<file path="config.mk">
export PLATFORM = sky130hd
export DESIGN_NAME = pi_rx_frame_ctrl
export DESIGN_NICKNAME = d
export VERILOG_FILES = /design/src/rtl/pi_rx_frame_ctrl.sv
export SDC_FILE = /design/constraint.sdc
export NUM_CORES = 1
export LEC_CHECK = 0
export CAP_MARGIN = 10
export CORE_ASPECT_RATIO = 0.7
export CORE_MARGIN = 1
export CORE_UTILIZATION = 50
export CTS_CLUSTER_DIAMETER = 150
export DETAILED_ROUTE_END_ITERATION = 16
export PLACE_DENSITY = 0.71
export SYNTH_ARGS = -nofsm -noshare
export SYNTH_HDL_FRONTEND = slang
export SYNTH_SLANG_ARGS = --single-unit
</file>
<file path="constraint.sdc">
create_clock -name clk -period 3.04 [get_ports clk]
set_input_delay 0.608 -clock clk [delete_from_list [all_inputs] [get_ports clk]]
set_output_delay 0.608 -clock clk [all_outputs]
set_load 0.05 [all_outputs]
</file>
<file path="src/rtl/pi_rx_frame_ctrl.sv">
// -----------------------------------------------------------------------------
// pi_rx_frame_ctrl
//   Receives frames from the Raspberry Pi over an 8-bit parallel bus. The link
//   uses a two-phase (toggle) handshake. The Pi places a byte on the bus and
//   then toggles its handshake level. The FPGA acknowledges by copying that
//   level onto fpga_hsk.
//
//   Each frame is a length byte followed by that many payload bytes. Only
//   payload bytes go into a first-word-fall-through FIFO, and each one is
//   tagged with a last-byte flag. While the FIFO is full the acknowledge is
//   withheld, which stalls the Pi.
//
//   Handshakes:
//     Pi side  - a byte is offered when the synchronised hsk level differs
//                from fpga_hsk. It is taken on the cycle we copy that level
//                onto fpga_hsk.
//     Consumer - strict valid/ready. The head word transfers on any rising
//                edge where m_valid && m_ready. m_data/m_last are only
//                meaningful while m_valid is high, and read as 0 otherwise.
//
// Ports
//   clk, reset    system clock; synchronous active-high reset
//   pi_hsk_raw    asynchronous Pi handshake level
//   pi_data_raw   Pi data bus, held stable around the toggle
//   fpga_hsk      acknowledge level (last accepted Pi level)
//   m_data        FIFO head payload byte
//   m_valid       FIFO not empty
//   m_last        head byte closes its frame
//   m_ready       consumer pop request
//   frame_err     one-cycle pulse: zero-length frame or inter-byte timeout
//   busy          high while a payload is being received (exposes FSM state)
// -----------------------------------------------------------------------------
module pi_rx_frame_ctrl #(
    parameter int FIFO_DEPTH  = 16,
    parameter int TIMEOUT_CYC = 100000
) (
    input  logic       clk,
    input  logic       reset,
    input  logic       pi_hsk_raw,
    input  logic [7:0] pi_data_raw,
    output logic       fpga_hsk,
    output logic [7:0] m_data,
    output logic       m_valid,
    output logic       m_last,
    input  logic       m_ready,
    output logic       frame_err,
    output logic       busy
);

    localparam int AW = $clog2(FIFO_DEPTH);
    localparam int TW = $clog2(TIMEOUT_CYC + 1);

    typedef enum logic {
        ST_IDLE    = 1'b0,
        ST_PAYLOAD = 1'b1
    } state_t;

    state_t        state_q,     state_d;
    logic          hsk_meta_q,  hsk_meta_d;
    logic          hsk_s_q,     hsk_s_d;
    logic [1:0]    sync_fill_q, sync_fill_d;
    logic [7:0]    data_r_q,    data_r_d;
    logic          armed_q,     armed_d;
    logic          fpga_hsk_q,  fpga_hsk_d;
    logic [7:0]    rem_q,       rem_d;
    logic [TW-1:0] timer_q,     timer_d;
    logic          frame_err_q, frame_err_d;
    logic [AW:0]   wr_ptr_q,    wr_ptr_d;
    logic [AW:0]   rd_ptr_q,    rd_ptr_d;

    logic [8:0]    fifo_mem_q [FIFO_DEPTH];

    logic          fifo_empty;
    logic          fifo_full;
    logic          event_pend;
    logic          accept;
    logic          push;
    logic          pop;
    logic [8:0]    push_data;
    logic [8:0]    head;

    always_comb begin
        fifo_empty = (wr_ptr_q == rd_ptr_q);
        fifo_full  = (wr_ptr_q[AW] != rd_ptr_q[AW]) &&
                     (wr_ptr_q[AW-1:0] == rd_ptr_q[AW-1:0]);
        event_pend = armed_q && (hsk_s_q != fpga_hsk_q);
        // A length byte never enters the FIFO, so only payload bytes wait for room.
        accept     = event_pend && ((state_q == ST_IDLE) || !fifo_full);
        pop        = !fifo_empty && m_ready;
        push_data  = {(rem_q == 8'd1), data_r_q};

        hsk_meta_d  = pi_hsk_raw;
        hsk_s_d     = hsk_meta_q;
        data_r_d    = pi_data_raw;
        // hsk_s only reflects the pin after two post-reset edges. Until then,
        // its reset value of 0 must not be mistaken for a Pi level of 0.
        sync_fill_d = {sync_fill_q[0], 1'b1};
        armed_d     = armed_q || ((sync_fill_q == 2'b11) && (hsk_s_q == fpga_hsk_q));
        fpga_hsk_d  = accept ? hsk_s_q : fpga_hsk_q;

        state_d     = state_q;
        rem_d       = rem_q;
        timer_d     = timer_q;
        frame_err_d = 1'b0;
        push        = 1'b0;

        case (state_q)
            ST_IDLE: begin
                if (accept) begin
                    if (data_r_q == 8'd0) begin
                        frame_err_d = 1'b1;
                    end else begin
                        rem_d   = data_r_q;
                        timer_d = '0;
                        state_d = ST_PAYLOAD;
                    end
                end
            end
            ST_PAYLOAD: begin
                if (accept) begin
                    push    = 1'b1;
                    timer_d = '0;
                    if (rem_q != 8'd0) begin
                        rem_d = rem_q - 8'd1;
                    end
                    if (rem_q == 8'd1) begin
                        state_d = ST_IDLE;
                    end
                end else if (event_pend) begin
                    // Stalled on a full FIFO: the Pi is not idle, so the timer holds.
                    timer_d = timer_q;
                end else if (timer_q == TW'(TIMEOUT_CYC - 1)) begin
                    frame_err_d = 1'b1;
                    rem_d       = 8'd0;
                    timer_d     = '0;
                    state_d     = ST_IDLE;
                end else begin
                    timer_d = timer_q + TW'(1);
                end
            end
            default: begin
                state_d = ST_IDLE;
            end
        endcase

        wr_ptr_d = wr_ptr_q + (AW + 1)'(push);
        rd_ptr_d = rd_ptr_q + (AW + 1)'(pop);
    end

    always_ff @(posedge clk) begin
        if (reset) begin
            state_q     <= ST_IDLE;
            hsk_meta_q  <= 1'b0;
            hsk_s_q     <= 1'b0;
            sync_fill_q <= 2'b00;
            data_r_q    <= 8'd0;
            armed_q     <= 1'b0;
            fpga_hsk_q  <= 1'b0;
            rem_q       <= 8'd0;
            timer_q     <= '0;
            frame_err_q <= 1'b0;
            wr_ptr_q    <= '0;
            rd_ptr_q    <= '0;
        end else begin
            state_q     <= state_d;
            hsk_meta_q  <= hsk_meta_d;
            hsk_s_q     <= hsk_s_d;
            sync_fill_q <= sync_fill_d;
            data_r_q    <= data_r_d;
            armed_q     <= armed_d;
            fpga_hsk_q  <= fpga_hsk_d;
            rem_q       <= rem_d;
            timer_q     <= timer_d;
            frame_err_q <= frame_err_d;
            wr_ptr_q    <= wr_ptr_d;
            rd_ptr_q    <= rd_ptr_d;
        end
    end

    // Storage needs no reset: the pointers alone decide what is valid.
    always_ff @(posedge clk) begin
        if (push) begin
            fifo_mem_q[wr_ptr_q[AW-1:0]] <= push_data;
        end
    end

    always_comb begin
        head      = fifo_mem_q[rd_ptr_q[AW-1:0]];
        m_valid   = !fifo_empty;
        m_data    = fifo_empty ? 8'd0 : head[7:0];
        m_last    = fifo_empty ? 1'b0 : head[8];
        fpga_hsk  = fpga_hsk_q;
        frame_err = frame_err_q;
        busy      = (state_q == ST_PAYLOAD);
    end

endmodule

</file>
==> results.toml <==
[run_status]
outcome = "finished clean"

[route]
drtPass1Iterations = 4
wl_met3_um = 1190
wl_met1_um = 7680
drt_iter0_drc = 494
post_drt_wl_per_cell_um = 21.5
ant_nets = 0
routed_wl_um = 16600
wl_met2_um = 7400
routed.top_layer = "met4"
drc_errors = 0
avgViaCountPerCell = 5.89
dr_total_vias = 4549

[floorplan]
dieArea_mm2 = 0.0166
die_x_um = 153
start_util = 0.515
die_y_um = 108
ios = 25
core_mm2 = 0.0156
fp-row-count = 38

[clock_network]
clockBufferDepth = 2
clock-root-buffer = "clkbuf_16"
htree_levels = 4
cts_hold_buf = 0
clk_latency_ns = 0.44
cts_tree = "yes"
numCtsBuffers = 17
clock-sinks = 195
clk_pin_slew_ns = 0.06

[synthesis]
netlist_top_cells_area = "edfxtp_1 54%, dfxtp_1 13%, mux4_2 13%"
syn_nets = 521
netlist_instances = 501
yosysTopAreaCellShare = 0.539
synth.distinct_cells = 55
async_flop_share = 0
avgSynthCellArea_um2 = 16.0
synth_xor_area_frac = 0.0338
synth_common_cells = "144 x edfxtp_1, 51 x dfxtp_1, 45 x mux4_2, 33 x nor2_1, 25 x nor2b_1"
synth_top_area_cell = "edfxtp_1"
muxShareOfSynthArea = 0.127
ys_seq_area_frac = 0.666
synth.cell_area_mm2 = 0.00803
synth_top_family_by_area = "multiplexers"
synthAdderAreaFrac = 0.0125
ys_seq_elements = 195
synth.most_common_cell = "edfxtp_1"
synth_edf_count = 144
synth_flop_cell = "edfxtp_1"
ys_warn_count = 0
synth_simple_gate_area_frac = 0.104
synth_compound_area_frac = 0.0332

[global_route]
grt_max_degree = 32
antenna_found_initial = 0
grt_usage = 0.217
grt_overflow = 0
grt_pass1_wl_um = 26000
grt_pass1_vias = 4518

[worst_setup_path]
crit_top_cell = "mux4_2"
critPathBufInv = 2
critPathCaptureType = "primary output"
critical_path.cell_chain = "buf_12, mux4_2, mux4_2, nor2b_1, buf_4"
arrival_ns = 2.38
critPathKind = "flip-flop to primary output"
cpMaxStageDelayCell = "mux4_2"
required_ns = 2.43
crit_fanout = 12
crit_family = "multiplexers"
max_stage_delay_ns = 0.52
start_kind = "flip-flop"

[timing]
hold_viol = 0
post-route-period-util = 0.982
fin_setup_tns_ns = 0
fin_worst_skew_ns = 0.00875
finalSetupViolCount = 0
slew_violations = 0
max_slew_margin = 0.218
post-route-min-period_ns = 2.99
max_freq_mhz = 335
tightestPinTransition_ns = 1.16
setup_ws_ns = 0.0546

[cells_and_area]
postLayoutCoreUtil = 0.596
area_delta_synth_final_pct = 15.8
fin_nets = 579
fin_area_mm2 = 0.00929
nFillCells = 1127
num_antenna_cells = 0
drive_above_1_share = 0.259

[place]
place_ws_ns = 0.176
place_area_mm2 = 0.00871
place_hpwl_um = 11300
port_buffers = 24
finalWeightedCongestion = 0.844

[min_path]
min_path_type = "flip-flop to flip-flop"

[power]
powerDensity_mw_per_mm2 = 537
ir_drop_uv = 392
leakagePower_nw = 3.04
power_mw = 4.99

[run]
cap_violations = 0
cell usage in the layout, fill, tap and decap left out, types with 4 or more instances in the layout:
cell / n
nor4_2: 5
dfxtp_1: 49
inv_1: 12
buf_4: 46
a211oi_2: 4
nor2_1: 33
nor4_1: 16
nand4_1: 5
xor2_1: 11
nand3_1: 7
clkbuf_16: 17
a21oi_1: 5
xnor2_1: 20
edfxtp_1: 144
clkinv_1: 6
nor2b_1: 25
nand2_1: 19
ha_1: 8
clkdlybuf4s50_1: 14
mux4_2: 45
nor3_1: 13
worst paths after layout:
check	to	depth (start not counted)	slack (ns)	startpoint
max	m_last	5	0.05	rd_ptr_q[0]$_SDFF_PP0_
min	hsk_s_q$_SDFF_PP0_	1	0.44	hsk_meta_q$_SDFF_PP0_
max reg2reg	fifo_mem_q[11][3]$_DFFE_PP_	7	0.28	fpga_hsk$_SDFFE_PP0P_
min reg2reg	hsk_s_q$_SDFF_PP0_	1	0.44	hsk_meta_q$_SDFF_PP0_
logic make-up (layout without fill, tap and decap cells):
| logic type | after synthesis | in the layout |
|---|---|---|
| compound gates | 32 | 32 |
| xor+xnor | 31 | 31 |
| mux | 46 | 46 |
| fa+ha+maj | 8 | 8 |
| flops | 195 | 195 |
| buf+inv | 38 | 109 |
| simple gates | 151 | 151 |
sequential cells by signal, summed over array words and instances, names as in the netlist:
name and flops:
fifo_mem_q 144, timer_q 17, data_r_q 8, rem_q 8, rd_ptr_q 5, wr_ptr_q 5
sync_fill_q 2, armed_q 1, busy 1, fpga_hsk 1, frame_err 1, hsk_meta_q 1
hsk_s_q 1
worst register-to-register path: stages, from the launching register on:
cell     delay [ns]
dfxtp_1        0.36
xor2_1         0.29
nand3_1        0.24
a21o_1         0.29
inv_2          0.16
nand2_1        0.17
nor3_1         0.69
buf_4          0.29
layout make-up:
class,count,area (um2),area share
clock buffer,19,433,0.0466
clock inverter,13,92.6,0.00996
timing repair buffer,64,557,0.0599
tap,200,250,0.0269
inverter,13,48.8,0.00525
sequential,195,5350,0.576
multi-input combinational,268,2560,0.276
repair_timing:
item,CTS,global route
pin swaps,0,0
setup buffers,0,0
endpoints found under the setup margin,9,16
resized for setup,0,13
report_power, final:
part           switching [mW]  total [mW]  leakage, nW  internal [mW]
clock network           0.926        2.03        0.248           1.11
registers              0.0259        2.88         1.72           2.86
logic                  0.0410      0.0728         1.07         0.0318
layer usage:
layer / vias to the layer above / GRT usage
li1: 2060 / -
met1: 2295 / 0.311
met2: 169 / 0.323
met3: 25 / 0.0561
met4: 0 / 0.0807
met5: - / 0
metrics by stage:
step	cells	hold slack [ns]
finish	772	0.438
global placement	740	0.432
CTS	772	0.445
floorplan	501	0.414
detailed placement	740	0.429
global route	772	0.473
No activity file was read; power rests on OpenSTA's default activity.
==> variant: new RTL, same settings <==
`data_r_q` no longer has a reset.
--- a/src/rtl/pi_rx_frame_ctrl.sv
+++ b/src/rtl/pi_rx_frame_ctrl.sv
@@ -154,5 +154,4 @@
             hsk_s_q     <= 1'b0;
             sync_fill_q <= 2'b00;
-            data_r_q    <= 8'd0;
             armed_q     <= 1'b0;
             fpga_hsk_q  <= 1'b0;
@@ -167,5 +166,4 @@
             hsk_s_q     <= hsk_s_d;
             sync_fill_q <= sync_fill_d;
-            data_r_q    <= data_r_d;
             armed_q     <= armed_d;
             fpga_hsk_q  <= fpga_hsk_d;
@@ -178,4 +176,8 @@
     end
 
+    always_ff @(posedge clk) begin
+        data_r_q <= data_r_d;
+    end
+
     // Storage needs no reset: the pointers alone decide what is valid.
     always_ff @(posedge clk) begin
Check against the original RTL: same outputs for any inputs over 10 cycles, from zero or initial values and one cycle with reset high; that may be too few to reach the edited logic, so the function may still have changed.
==> variant against the unedited design <==
- synthesized area rose by 0.55%
- total power is 5.5% higher
- sequential share of layout area fell by 0.92 points
- final area rose by 1.6%
- worst setup slack lost 0.012 ns
- sequential cell count did not move
- routed wire length up 0.98%
- critical path type unchanged
- largest cell class unchanged
==> variant: results (changes against the unedited design) <==
The pin count of the biggest net entering global routing is 40 (+25%). The worst reg-to-reg setup slack is 0.37 ns (+0.09 ns). The initial antenna violation count came to 1 (+1).

The number of global-route vias before repair is 4,467 (-1.1%). The final layout net count is 574 (-0.86%). The share of cell area taken by muxes after synthesis is 12.8% (+0.055 points). The parity-gate share of the synthesized area counting xor and xnor cells is 3.47% (+0.090 points). The register area share after synthesis is 66.2% (-0.36 points). The layout-stage area growth over the synthesis result is 17.0%. The proportion of cell area occupied by registers came out at 56.6% (-0.92 points). The via total after detailed routing is 4,485 (-1.4%). The final worst clock skew is 0.00741 ns (-0.00134 ns). The leakage power figure came out at 0.00302 uW (-0.84%).

The instance count of the mapped netlist is 492 (-1.8%). The die outline width came out at 154 um (+0.27%). The iteration-0 DRC count of the detailed router is 428 (-13%). The wire length of the first global-routing pass came out at 26,200 um (+1.1%). The largest fanout of any net on the critical path is 10 (-2). Counting instances in the post-synthesis netlist gives the leading cell types as sky130_fd_sc_hd__edfxtp_1 (144), sky130_fd_sc_hd__dfxtp_1 (51), sky130_fd_sc_hd__mux4_2 (45).

The non-filler instance count after layout came out at 767 (-0.65%). The first-pass iteration count of the detailed router was 5 (+1). The instance count after placement with tap cells included came out at 733 (-0.95%). The smallest hold slack is 0.451 ns (+0.0125 ns). The portion of the layout cell area used by clock cells is 6.64% (+0.98 points).

The number of buffers outside the clock class in the layout was 67 (+4.7%). The placed standard-cell area came out at 8740 sq um (+0.29%). The flow ran to the end, and the final reports show no timing, DRC or antenna violations. The count of clock-net buffers in the final layout came out at 25 (+6). The endpoint of the worst setup timing path is m_data[7].

The number of non-clock inverters was 10 (-3). The worst vdd rail ir drop came to 0.353 mV (-10%). The count of different cell masters after synthesis is 57 (+3.6%).

Yosys attributes the largest share of cell area to sky130_fd_sc_hd__edfxtp_1 (54%), sky130_fd_sc_hd__dfxtp_1 (13%), sky130_fd_sc_hd__mux4_2 (13%). The total number of multi-input combinational cells is 263 (-1.9%). The net count after synthesis is 512 (-1.7%). The post-DP HPWL is 11,100 um (-2.1%). The fraction of the mapped netlist area in compound gates is 2.67% (-0.65 points).

The post-synthesis share of cell area spent on full adders, half adders and majority gates is 1.24% (-0.0068 points). The launch point of the worst reg-to-reg path is wr_ptr_q[2]. The fraction of final layout cells sized beyond drive strength 1 is 26.1% (+0.23 points).
[variant: cell count changes after synthesis, moves of 4 or more]
cell                       before  now
sky130_fd_sc_hd__nand3_1        7   15
sky130_fd_sc_hd__nor2b_1       25   17
sky130_fd_sc_hd__nand2_1       19   12
sky130_fd_sc_hd__nor4_1        22   15
sky130_fd_sc_hd__nor2_1        33   39
sky130_fd_sc_hd__clkbuf_1      10    5
sky130_fd_sc_hd__a211oi_2       4    0
sky130_fd_sc_hd__buf_4          2    6
sky130_fd_sc_hd__inv_1         12    8
sky130_fd_sc_hd__nor3_1        14   18
sky130_fd_sc_hd__xnor2_1       20   24
[variant: worst min-delay path by stage]
stage / cells past startpoint / to / from
after floorplan: 1 / hsk_s_q / hsk_meta_q
after global routing: 1 / hsk_s_q / hsk_meta_q
after detailed placement: 1 / hsk_s_q / hsk_meta_q
final: 1 / hsk_s_q / hsk_meta_q
after global placement: 1 / hsk_s_q / hsk_meta_q
after CTS: 1 / hsk_s_q / hsk_meta_q
[variant: report_power, final]
part           switching, uW  internal, uW  leakage [uW]
Combinational           47.2          29.8       0.00101
Sequential              17.6          2860       0.00170
Clock                    956          1360      0.000310
Total                   1020          4240       0.00302
[variant: layer usage]
| layer | vias up | global-route usage [%] | part of all wire (%) |
|---|---|---|---|
| met3 | 16 | 5.61 | 7.4 |
| met5 | - | 0 | 0 |
| li1 | 2044 | - | - |
| met4 | 0 | 6.43 | 0.85 |
| met2 | 159 | 32.8 | 46 |
| met1 | 2266 | 32.0 | 46 |
[variant: timing repair]
action                     4_1_cts  5_1_grt
setup endpoints to repair        2        6
gates resized for setup          1        8
pin swaps                        0        0
cloned                           0        2
